**src/rtl/inst_fetch.sv**
```systemverilog
`default_nettype none
// ============================================================================
// Module      : inst_fetch
// Description : Instruction fetch unit. It issues sequential word addresses to
//               a ROM with one cycle of read latency and queues the returned
//               words with their addresses in a 2-entry FIFO. The consumer side
//               uses a valid/ready handshake. Fetch can be redirected to a new
//               PC, which flushes queued and in-flight work, and can be paused
//               with halt.
// Revision    : 1.0 - initial release
// ============================================================================
module inst_fetch #(
  parameter logic [31:0] RESET_PC = 32'h0,
  parameter logic [31:0] PC_STEP  = 32'd1
) (
  input  logic        clk,
  input  logic        rst,
  output logic [31:0] rom_addr,
  output logic        rom_en,
  input  logic [31:0] rom_data,
  input  logic        redirect,
  input  logic [31:0] redirect_pc,
  input  logic        halt,
  output logic        inst_valid,
  input  logic        inst_ready,
  output logic [31:0] inst_out,
  output logic [31:0] inst_pc
);

  // Two queue slots are enough to keep a back-to-back consumer fed when the
  // ROM has one cycle of read latency.
  localparam int unsigned FIFO_DEPTH = 2;

  typedef enum logic [1:0] {
    S_INIT   = 2'd0,
    S_RUN    = 2'd1,
    S_HALTED = 2'd2
  } state_t;

  // --------------------------------------------------------------------------
  // State
  // --------------------------------------------------------------------------
  state_t      state_q, state_d;
  logic [31:0] pc_q, pc_d;                   // next address to fetch
  logic        inflight_q, inflight_d;       // a ROM read was issued last cycle
  logic [31:0] inflight_pc_q, inflight_pc_d; // address of that read
  logic [1:0]  count_q, count_d;             // FIFO occupancy, 0..2
  logic        rd_ptr_q, rd_ptr_d;
  logic        wr_ptr_q, wr_ptr_d;
  logic [31:0] fifo_pc_q   [FIFO_DEPTH];
  logic [31:0] fifo_pc_d   [FIFO_DEPTH];
  logic [31:0] fifo_inst_q [FIFO_DEPTH];
  logic [31:0] fifo_inst_d [FIFO_DEPTH];

  // --------------------------------------------------------------------------
  // Internal handshakes
  // --------------------------------------------------------------------------
  logic       pop;
  logic       push;
  logic       issue;
  logic [2:0] occupancy;

  // Consumer-side outputs come straight from the FIFO head; the data fields
  // read as zero whenever the queue is empty.
  always_comb begin
    inst_valid = (count_q != 2'd0);
    inst_out   = inst_valid ? fifo_inst_q[rd_ptr_q] : 32'h0;
    inst_pc    = inst_valid ? fifo_pc_q[rd_ptr_q]   : 32'h0;
  end

  // Issue decision: occupancy counts queued entries plus the response still
  // on its way, minus the entry leaving this cycle. Keeping it below the
  // queue depth guarantees every response has a free slot when it arrives.
  always_comb begin
    pop       = inst_valid & inst_ready;
    push      = inflight_q & ~redirect;
    occupancy = {1'b0, count_q} + {2'b00, inflight_q} - {2'b00, pop};
    issue     = (state_q == S_RUN) && !halt && !redirect &&
                (occupancy < 3'(FIFO_DEPTH));
    rom_en    = issue;
    rom_addr  = pc_q;
  end

  // Next-state logic for the FSM, fetch PC, in-flight tracker and FIFO.
  always_comb begin
    state_d       = state_q;
    pc_d          = pc_q;
    inflight_d    = issue;
    inflight_pc_d = issue ? pc_q : inflight_pc_q;
    count_d       = count_q;
    rd_ptr_d      = rd_ptr_q;
    wr_ptr_d      = wr_ptr_q;
    fifo_pc_d     = fifo_pc_q;
    fifo_inst_d   = fifo_inst_q;

    case (state_q)
      S_INIT:   state_d = S_RUN;
      S_RUN:    state_d = halt ? S_HALTED : S_RUN;
      S_HALTED: state_d = halt ? S_HALTED : S_RUN;
      default:  state_d = S_INIT;
    endcase

    if (redirect) begin
      // Redirect overrides everything: drop the queue, ignore the response
      // of the previous request and restart fetch at the new target.
      state_d  = S_RUN;
      pc_d     = redirect_pc;
      count_d  = 2'd0;
      rd_ptr_d = 1'b0;
      wr_ptr_d = 1'b0;
    end else begin
      if (issue) begin
        pc_d = pc_q + PC_STEP;  // 32-bit wrap is intended
      end
      if (push) begin
        fifo_pc_d[wr_ptr_q]   = inflight_pc_q;
        fifo_inst_d[wr_ptr_q] = rom_data;
        wr_ptr_d              = ~wr_ptr_q;
      end
      if (pop) begin
        rd_ptr_d = ~rd_ptr_q;
      end
      count_d = count_q + {1'b0, push} - {1'b0, pop};
    end
  end

  // Register all state; reset acts immediately and discards any pending work.
  always_ff @(posedge clk or posedge rst) begin
    if (rst) begin
      state_q        <= S_INIT;
      pc_q           <= RESET_PC;
      inflight_q     <= 1'b0;
      inflight_pc_q  <= 32'h0;
      count_q        <= 2'd0;
      rd_ptr_q       <= 1'b0;
      wr_ptr_q       <= 1'b0;
      fifo_pc_q[0]   <= 32'h0;
      fifo_pc_q[1]   <= 32'h0;
      fifo_inst_q[0] <= 32'h0;
      fifo_inst_q[1] <= 32'h0;
    end else begin
      state_q        <= state_d;
      pc_q           <= pc_d;
      inflight_q     <= inflight_d;
      inflight_pc_q  <= inflight_pc_d;
      count_q        <= count_d;
      rd_ptr_q       <= rd_ptr_d;
      wr_ptr_q       <= wr_ptr_d;
      fifo_pc_q      <= fifo_pc_d;
      fifo_inst_q    <= fifo_inst_d;
    end
  end

endmodule
`default_nettype wire

```
**config.mk**
```make
export PLATFORM = sky130hd
export DESIGN_NAME = inst_fetch
export DESIGN_NICKNAME = d
export VERILOG_FILES = /design/src/rtl/inst_fetch.sv
export SDC_FILE = /design/constraint.sdc
export NUM_CORES = 1
export LEC_CHECK = 0
export ABC_AREA = 1
export CORE_MARGIN = 4
export CORE_UTILIZATION = 64
export CTS_CLUSTER_SIZE = 28
export DETAILED_ROUTE_END_ITERATION = 8
export DONT_BUFFER_PORTS = 1
export PLACE_DENSITY = 0.87
export SLEW_MARGIN = 10
export SYNTH_ARGS = -nofsm -noshare
export SYNTH_HDL_FRONTEND = slang
export SYNTH_SLANG_ARGS = --single-unit
```
**constraint.sdc**
```tcl
create_clock -name clk -period 7.4 [get_ports clk]
set_clock_uncertainty 0.05 [all_clocks]
set_input_delay 1.11 -clock clk [delete_from_list [all_inputs] [get_ports clk]]
set_output_delay 1.11 -clock clk [all_outputs]
set_load 0.005 [all_outputs]
```
==> run summary <==
Worst Path Max Fanout: 91
Cell Area, Synth: 9660 µm²
first-pass GRT wire length: 36.6 mm
post-DP HPWL: 14.5 mm
FF-to-FF End: rom_addr[6]
largest net degree at the start of global routing: 149
Slew HR: 32.6%
cts repair resizes: 0
TritonCTS Buffers: 17
Wirelength per Cell: 15.5 µm
FF-to-FF setup slack: 4.07 ns
cells after synthesis: 1270
hold_sp: inflight_pc_q[14]
crit-path cells: nor2_4, inv_1, nand2_1, inv_1, nand2_1, o21ai_0, nand2_1, fa_1, nand2_1, nor2_2, nand2_4, inv_2
RSZ-0062 raised after global routing: no
antenna diode count: 0
total gr overflow: 0
final worst-path cycle share: 60.0%
fin crit period: 4.44 ns
Die H: 131 µm
I/O Buffers: 0
CP Buf/Inv Count: 3
Yosys reg bits: 199
clock latency on the worst-skew pair: 0.43 ns
cts hold-fix bufs: 0
Clk network pwr share: 25.2%
H-Tree Depth: 4
Setup CP Type: register to primary output
final net count: 1304
Power Density: 390 nW/µm²
count of cell types in the netlist: 27
Hold Vio Cnt, Final: 0
vias in the first global route: 7455
part of the power in combinational logic: 29.1%
CP max stage delay: 0.59 ns
DR vias: 8008
CP arrival: 3.28 ns
Leak Pwr: 5.02 nW
WHS Endpoint: inflight_pc_q[14]
Worst Path Required: 6.24 ns
PnR worst setup slack: 2.96 ns
Post-Syn Area per Cell: 7.61 µm²
drt total wl: 22.1 mm
Area Overhead vs Synth: 6.50%
reg2reg start: count_q[1]
Setup crit end kind: primary output
Final Setup Violations: 0
Avg Vias per Cell: 5.62
internal power: 2.51 mW
CP Launch Type: register
Reg power frac: 45.7%
Starting Density: 66.0%
Placeable Area: 14600 µm²
die span in x: 131 µm
status: completed
VDD IR max: 0.212 mV
CTS tree: built
antenna viol nets, final: 0
DIE AREA: 17100 µm²
Final Max Tran Viols: 0
Post-Place Worst Slack: 2.99 ns
sequential fraction of the synthesis area: 51.5%
# Post-CTS Setup Buffers: 0
sw power: 1.51 mW
Reg clk slew, reported paths: 0.07 ns
min-delay worst type: register to register
routability-driven placement congestion ratio: 0.926
initial antenna violation count: 0
DRC errors left: 0
worst reg2reg path depth: 15
cell family with most CP delay: simple AND/OR/NAND/NOR gates
layout cells sized above 1: 5.16%
GRT Overall Usage: 26.8%
row count: 44
setup TNS: 0 ns
Switching Share: 37.5%
Hold Path Cell Cnt: 2
io pins: 167
clock root buffer: clkbuf_16
clock tree buffer depth: 2
initial DRC count: 712
max cap viols: 0
Tightest Pin Transition: 1.01 ns
Yosys Warn Count: 0
Sink Count: 199
slowest stage cell on the critical path: inv_2
fmax: 225 MHz
drt pass-1 iters: 5
Mapped Nets: 1346
# fillers: 1158
cell mode on critical path: nand2_1
stage by stage:
stage	hold WS (ns)	utilization, %	area [µm²]	std cells	power [mW]
after global routing	0.450	70.3	10300	1425	4.32
after floorplan	0.403	-	9660	1270	2.71
after global placement	0.415	65.8	9640	1393	2.95
final	0.432	70.3	10300	1425	4.02
after CTS	0.439	70.3	10300	1425	4.04
after detailed placement	0.423	65.8	9640	1393	3.01
cells by family (layout without fill, tap and decap cells):
| family | after synthesis | count (layout) | synth area share (%) |
|---|---|---|---|
| DFF | 199 | 199 | 51.5 |
| and+or+nand+nor | 608 | 608 | 25.5 |
| adders and majority gates | 7 | 7 | 0.984 |
| buffers and inverters | 206 | 177 | 8.79 |
| xor gates and xnor gates | 4 | 4 | 0.363 |
| AOI/OAI and AO/OA | 246 | 246 | 12.8 |
layer usage:
layer  up-vias  global-route usage, %  wire [µm]
met5         -                      0          0
met4         0                   8.83        414
met3        29                   7.15       1890
met2       325                   41.4      10300
met1      3748                   37.4       9560
li1       3906                      -          -
synth_stat cells (all sizes together):
library cell / number / area [µm²]
nand3b: 1 / 7.51
nand3: 70 / 350
and2: 2 / 12.5
fa: 1 / 20.0
ha: 6 / 75.1
or2: 2 / 12.5
nor2: 83 / 367
o211ai: 4 / 30.0
dfrtp: 199 / 4980
xnor2: 1 / 8.76
a21oi: 81 / 405
nand2: 450 / 1710
buf: 47 / 253
xor2: 3 / 26.3
inv: 139 / 522
o21ai: 161 / 806
clkbuf: 20 / 75.1
registers in the layout, summed over array words and instances (netlist names):
name,cells
count_q,2
wr_ptr_q,1
rd_ptr_q,1
state_q,2
rom_addr,32
inflight_pc_q,32
inflight_q,1
fifo_pc_q,64
fifo_inst_q,64
cell usage in the layout (no fill, tap or decap), types with 5 or more instances in the layout:
master,n
nand2_1,445
dfrtp_1,198
inv_1,135
o21ai_0,91
a21oi_1,81
nor2_1,70
o21ai_1,70
nand3_1,69
clkbuf_16,17
nor2_2,7
nor2_4,6
ha_1,6
buf_4,6
bufinv_16,5
worst max path at each step:
stage                     cells after the start  slack (ns)         end        from
after CTS                                    12        2.93      rom_en  count_q[1]
after detailed placement                     10        2.99      rom_en  inst_ready
after floorplan                               1        0.81  count_q[0]         rst
after global placement                       10        3.06      rom_en  inst_ready
final                                        12        2.96      rom_en  count_q[1]
after global routing                         12        2.58      rom_en  count_q[1]
power groups by stage:
stage / clock [mW] / combinational, mW / sequential [mW]
floorplan: 0 / 0.945 / 1.76
global placement: 0 / 1.12 / 1.83
detailed placement: 0 / 1.17 / 1.85
CTS: 1.03 / 1.18 / 1.83
global route: 1.08 / 1.35 / 1.89
finish: 1.01 / 1.17 / 1.84
worst reg2reg max path: stages, from the launching register on:
cell	delay, ns
dfrtp_1	0.48
nor2_4	0.07
inv_1	0.14
nand2_1	0.10
inv_1	0.09
nand2_1	0.06
o21ai_0	0.07
nand2_1	0.08
fa_1	0.48
nand2_1	0.07
nor2_2	0.15
nand2_4	0.46
nand2_1	0.59
inv_1	0.16
nand2_1	0.09
nand3_1	0.08
area by class of cell:
| type | instances | area (µm²) | share of cell area (%) |
|---|---|---|---|
| clock buffer | 17 | 425 | 4.13 |
| clock inverter | 15 | 224 | 2.18 |
| inverter | 139 | 529 | 5.14 |
| multi-input combinational | 865 | 3850 | 37.5 |
| sequential | 199 | 4980 | 48.4 |
| tap | 184 | 230 | 2.24 |
| timing repair buffer | 6 | 45.0 | 0.438 |
Note: power is estimated with default switching activity, not from simulation.
